<file path="src/rtl/exu_seq.sv">
// exu_seq: multi-cycle fetch/exec/mem/wb sequencer owning the architectural PC.
// Define EXU_SEQ_PERF_EN to add the cycle_cnt/instret_cnt performance counters.
module exu_seq #(
  parameter logic [31:0] RESET_PC = 32'h8000_0000,
  parameter int          TIMEOUT  = 255
) (
  input  logic        clk,
  input  logic        rst,
  output logic        ifu_req_valid,
  input  logic        ifu_req_ready,
  input  logic        ifu_resp_valid,
  output logic [31:0] pc,
  output logic        exu_fire,
  input  logic        is_load,
  input  logic        is_store,
  input  logic        branch_taken,
  input  logic [31:0] branch_target,
  input  logic        ecall_taken,
  input  logic [31:0] ecall_target,
  input  logic        mret_taken,
  input  logic [31:0] mret_target,
  input  logic        ebreak_en,
  output logic        lsu_req_valid,
  input  logic        lsu_req_ready,
  input  logic        lsu_resp_valid,
  output logic        rf_we,
  output logic        halt,
  output logic        err
`ifdef EXU_SEQ_PERF_EN
  ,
  output logic [63:0] cycle_cnt,
  output logic [63:0] instret_cnt
`endif
);

  typedef enum logic [2:0] {
    S_FETCH,
    S_WAIT_I,
    S_EXEC,
    S_MEM_REQ,
    S_MEM_WAIT,
    S_WB,
    S_HALT
  } state_t;

  localparam logic [7:0] TMO_LAST = 8'(TIMEOUT - 1);

  state_t      state_q, state_d;
  logic [31:0] pc_q;
  logic [31:0] next_pc_q;
  logic        wb_en_q;
  logic        err_q;
  logic        err_set;
  logic [7:0]  wait_cnt_q;
  logic [31:0] tgt;
  logic        redir;
  logic        tmo;
  logic        waiting;

  assign redir = ecall_taken | mret_taken | branch_taken;
  assign tmo   = (wait_cnt_q == TMO_LAST);

  assign waiting = (state_q == S_FETCH) || (state_q == S_WAIT_I) ||
                   (state_q == S_MEM_REQ) || (state_q == S_MEM_WAIT);

  always_comb begin
    tgt = pc_q + 32'd4;
    if (ebreak_en)         tgt = pc_q;
    else if (ecall_taken)  tgt = ecall_target;
    else if (mret_taken)   tgt = mret_target;
    else if (branch_taken) tgt = branch_target;
  end

  always_comb begin
    state_d = state_q;
    err_set = 1'b0;
    unique case (state_q)
      S_FETCH: begin
        if (ifu_req_ready) state_d = S_WAIT_I;
        else if (tmo) begin
          state_d = S_HALT;
          err_set = 1'b1;
        end
      end
      S_WAIT_I: begin
        if (ifu_resp_valid) state_d = S_EXEC;
        else if (tmo) begin
          state_d = S_HALT;
          err_set = 1'b1;
        end
      end
      S_EXEC: begin
        if (ebreak_en) state_d = S_HALT;
        else if (redir && (tgt[1:0] != 2'b00)) begin
          state_d = S_HALT;
          err_set = 1'b1;
        end
        else if (is_load | is_store) state_d = S_MEM_REQ;
        else state_d = S_WB;
      end
      S_MEM_REQ: begin
        if (lsu_req_ready) state_d = S_MEM_WAIT;
        else if (tmo) begin
          state_d = S_HALT;
          err_set = 1'b1;
        end
      end
      S_MEM_WAIT: begin
        if (lsu_resp_valid) state_d = S_WB;
        else if (tmo) begin
          state_d = S_HALT;
          err_set = 1'b1;
        end
      end
      S_WB:    state_d = S_FETCH;
      S_HALT:  state_d = S_HALT;
      default: state_d = S_HALT;
    endcase
  end

  always_ff @(posedge clk or negedge rst) begin
    if (!rst) begin
      state_q    <= S_FETCH;
      pc_q       <= RESET_PC;
      next_pc_q  <= RESET_PC;
      wb_en_q    <= 1'b0;
      err_q      <= 1'b0;
      wait_cnt_q <= 8'd0;
    end else begin
      state_q <= state_d;
      err_q   <= err_q | err_set;
      if (state_d != state_q) wait_cnt_q <= 8'd0;
      else if (waiting)       wait_cnt_q <= wait_cnt_q + 8'd1;
      if (state_q == S_EXEC) begin
        next_pc_q <= tgt;
        wb_en_q   <= !(is_store | ecall_taken | mret_taken | ebreak_en);
      end
      if (state_q == S_WB) pc_q <= next_pc_q;
    end
  end

`ifdef EXU_SEQ_PERF_EN
  always_ff @(posedge clk or negedge rst) begin
    if (!rst) begin
      cycle_cnt   <= 64'd0;
      instret_cnt <= 64'd0;
    end else begin
      if (state_q != S_HALT) cycle_cnt   <= cycle_cnt + 64'd1;
      if (state_q == S_WB)   instret_cnt <= instret_cnt + 64'd1;
    end
  end
`endif

  assign pc            = pc_q;
  assign ifu_req_valid = (state_q == S_FETCH);
  assign exu_fire      = (state_q == S_EXEC);
  assign lsu_req_valid = (state_q == S_MEM_REQ);
  assign rf_we         = (state_q == S_WB) & wb_en_q;
  assign halt          = (state_q == S_HALT);
  assign err           = err_q;

endmodule

</file>
<file path="config.mk">
export PLATFORM = sky130hd
export DESIGN_NAME = exu_seq
export DESIGN_NICKNAME = d
export VERILOG_FILES = /design/src/rtl/exu_seq.sv
export SDC_FILE = /design/constraint.sdc
export NUM_CORES = 1
export LEC_CHECK = 0
export ABC_CLOCK_PERIOD_IN_PS = 1700
export BUFFER_PORTS_ARGS = -buffer_cell sky130_fd_sc_hd__buf_4
export CORE_UTILIZATION = 35
export DETAILED_ROUTE_END_ITERATION = 8
export PLACE_DENSITY = 0.58
export SYNTH_ARGS = -nofsm -noshare
export SYNTH_HDL_FRONTEND = slang
export SYNTH_SLANG_ARGS = --single-unit
</file>
<file path="constraint.sdc">
create_clock -name clk -period 1.7 [get_ports clk]
set_input_delay 0.34 -clock clk [delete_from_list [all_inputs] [get_ports clk]]
set_output_delay 0.34 -clock clk [all_outputs]
set_load 0.1 [all_outputs]
</file>
# Word level (Yosys, flattened, before mapping)
# Index checks and enable logic that the tools add are counted.
# word_totals
regBits,77
inputBits,108
wordCells,55
# op_classes
add_sub_neg,2
eq_ne,8
n_mux,23
n_bitwise,8
reduce_logical,8
# ops
cell,n
2-to-1 mux 32 bit,4
"adder 32 x 3 -> 32 bit, second input constant",1
2-to-1 mux 3 bit,8
case mux 3 bit (6 select lines),1
2-to-1 mux 8 bit,2
"== test 3 bit, second input constant",3
"adder 8 x 1 -> 8 bit, second input constant",1
"== test 8 bit, second input constant",1
2-to-1 mux 1 bit,7
OR 1 bit,7
"== test 3 x 2 -> 1 bit, second input constant",2
case mux 1 bit (5 select lines),1
nonzero test 2 bit,2
"== test 3 x 1 -> 1 bit, second input constant",1
zero test 3 bit,1
logical OR 1 bit,3
!= test 3 bit,1
bitwise AND 1 bit,1
logical AND 1 bit,1
zero test 1 bit,1

# Longest topological paths before layout
# logic_depth
ltp_word,12
mapped_depth,9

# Least setup slack after synthesis
# No wires, ideal clock.
# synth_path
path_type,register -> output
startpoint,reg state_q[1]
endpoint,out ifu_req_valid
arrival_time_ns,2.681
required_time_ns,1.360
path_slack_ns,-1.321
stages_incl_launch_ff,3
path_cell_list,dfrtp_1 > clkbuf_1 > nor3_1
# synth_between
elab_chain_len,1
# synth_rtl
element,line,text
start: declaration,48,"state_t state_q, state_d;"
start signal: assignment,130,state_q <= state_d;
zero test 3 bit,155,assign ifu_req_valid = (state_q == S_FETCH);
end: declaration,9,"output logic ifu_req_valid,"
# Every way passes these cells.

# Final worst setup path
# layout_path
startpoint,reg state_q[2]
endpoint,out exu_fire
# layout_between
elab_chain_len,1
# layout_rtl
element,line,text
== test 3 x 2 -> 1 bit,156,assign exu_fire = (state_q == S_EXEC);
end: declaration,13,"output logic exu_fire,"
# Every way passes these cells.

==> run metrics <==
first-pass GRT wire length=29200 um; Total GRT Usage=0.2548; number of synthesized flops with an enable pin=0; initial detailed-routing violation count=between 300 and 400; Synth Flop Type=dfrtp_1; die width=124.2 um; Avg Cell Area, Syn=between 9 and 10 um^2; gpl congestion=0.8827; Final WS setup=-0.07080 ns; via count=roughly 5500; Ports=146; Unique masters post-synth=71; fin cells=between 900 and 1000; worst endpoint data arrival time=about 1.4 ns; number of global-route vias before repair=roughly 5500; Ant. Diodes=0; port bufs=145; Final min period=1.771 ns; Max-slew headroom=0.6469; Leak=~3.4 nW; final hold vios=0; H-tree levels=3; highest clock rate=564.7 MHz; Synth top area share=0.3594; Hold Path Depth=3; dpl cell area=roughly 7000 um^2; CP Launch Type=register; skew final=about 0.0096 ns; area of the die=15410 um^2; pwr/cell area=around 1800 nW/um^2; CTS max path bufs=2; origin of the critical flop-to-flop path=state_q[2]; Data required, critical path=1.36 ns; Max-cap violations=0; clock sinks=between 70 and 80; drc violations=0; Synth-to-Final Area Change=52.11%; total CTS buffers=9; R2R Setup Slk=-0.05 ns; WL per Instance=19.70 um; placed cells=941; WL final=19250 um; CTS tree=yes; synthesized area=around 5200 um^2; post-synthesis register bit count=slightly below 80; ranking of synthesized cells by area=dfrtp_1 (36%), mux2_2 (6.9%), nand2_1 (3.4%); reg2reg end=next_pc_q[24]; Final ANT Viol Nets=0; R2R depth=5; Crit. End Element=output port; Initial DRT Pass Iterations=5; Hold/Removal Path Class=in2reg; final setup vio count=10; final instance area=7944 um^2; count leader, synth=dfrtp_1; Die Y=124.2 um; Clk Latency, worst-skew pair=0.36 ns; Core Area=~15000 um^2; crit path to=exu_fire; crit path from=state_q[2]; yosys warns=0; post-synth top area cell=dfrtp_1; # rows=44; largest net degree at the start of global routing=35; # nets final=899; Post-Syn Instances=around 580; Synth Net Count=just under 700; Initial Util=0.3593; ys async rst share=1.000; Post-synth top cells=dfrtp_1 (75), nand2_1 (47), nor2_1 (39); Detailed Place HPWL=13610 um; routed vias/inst=5.656; Period Utilization, post-route=1.042; status=complete, but fails checks; Max Slew Vio Count=0; GRT overflow=0; layout cell share with drive strength beyond 1=0.4855; failing checks=setup timing; worst-path fanout max=4; post-synthesis sequential area ratio=0.3694; maximum vdd drop=between 1 and 1.5 mV; clock root buffer=clkbuf_16; Setup Crit Path Kind=reg2out; number of antenna violations at the first check in global routing=0; worst-margin pin slew=between 0.5 and 0.6 ns; RSZ-0062 raised after global routing=true; Clock transition at path regs=0.06 ns
[cells in the final DEF (no fill, tap or decap), types with 7 or more instances in the layout]
master	count
a21oi_1	25
dfrtp_2	10
dfrtp_1	49
nor3_1	9
nand2b_1	7
xnor2_1	10
nand2_1	43
buf_12	12
nand4_1	16
o21ai_1	26
mux2_2	32
o211ai_1	11
dfrtp_4	16
nor2_1	34
buf_6	11
o21ai_0	26
o22ai_1	13
clkbuf_16	9
inv_1	9
mux2i_1	9
xor2_1	10
buf_4	215
nand3_1	21
a22oi_1	12
[cell families after synthesis]
logic type      count (synthesis)  synth area share
mux                            42           0.08817
xor+xnor                       21           0.03522
flops                          77            0.3694
buf+inv                        59           0.06229
fa+ha+maj                       3          0.007188
compound gates                180            0.2338
simple gates                  196            0.2039
[critical path: stages, from the launching register on]
cell	delay [ns]
dfrtp_1	0.39
or3b_4	0.44
clkinv_4	0.08
buf_12	0.17
[area by class of cell]
cell class                      count  area (um^2)
Tap cell                          184        230.2
Timing Repair Buffer              245         2106
Clock buffer                       15        287.8
Inverter                           12        53.80
Fill cell                        1263         6590
Multi-Input combinational cell    443         3259
Sequential cell                    77         2002
Clock inverter                      1        5.005
[how the worst min path moves through the flow]
stage,from,to,slack (ns)
4_1_cts,ecall_target[10],next_pc_q[10],0.22
6_report,ecall_target[14],next_pc_q[14],0.25
3_3_place_gp,rst,wait_cnt_q[5],0.35
2_1_floorplan,rst,err,0.04
3_5_place_dp,rst,wait_cnt_q[6],0.34
5_1_grt,ecall_target[10],next_pc_q[10],0.24
[flip-flops by register name (all words and copies together), names as in the netlist]
name / count
next_pc_q: 32
wb_en_q: 1
state_q: 3
err: 1
pc: 32
wait_cnt_q: 8
[routing by layer]
layer,up-vias,track usage,wire [um]
li1,2583,-,-
met1,2720,0.3247,8132
met2,200,0.4227,9532
met3,23,0.06593,1277
met4,0,0.07440,307
met5,-,0,0
[per-stage QoR]
step	total power, mW	util	hold WS [ns]	TNS, ns	setup WS (ns)
global placement	11.52	0.4894	0.3471	-0.2254	-0.08462
detailed placement	11.65	0.4894	0.3442	-0.4489	-0.1007
global route	15.14	0.5466	0.2424	-2.512	-0.1624
finish	14.42	0.5466	0.2477	-0.3278	-0.07080
floorplan	9.338	-	0.04441	-2.783	-0.2401
CTS	14.10	0.5320	0.2182	-0.4956	-0.09658
[repair_timing]
item | CTS | global route
hold buffers | 1 | 0
gates resized for setup | 48 | 35
endpoints found under the setup margin | 20 | 42
setup buffers | 5 | 12
pin swaps | 12 | 34
cloned | 3 | 1
endpoints found under the hold margin | 30 | 0
[where the power goes]
part / leakage [nW] / internal (mW) / switching [mW] / total [mW]
Sequential: 0.908 / 2.82 / 0.758 / 3.57
Combinational: 2.34 / 3.24 / 5.67 / 8.91
Clock: 0.146 / 1.15 / 0.781 / 1.93
Total: 3.39 / 7.20 / 7.21 / 14.4
(Power assumes the default switching activity.)
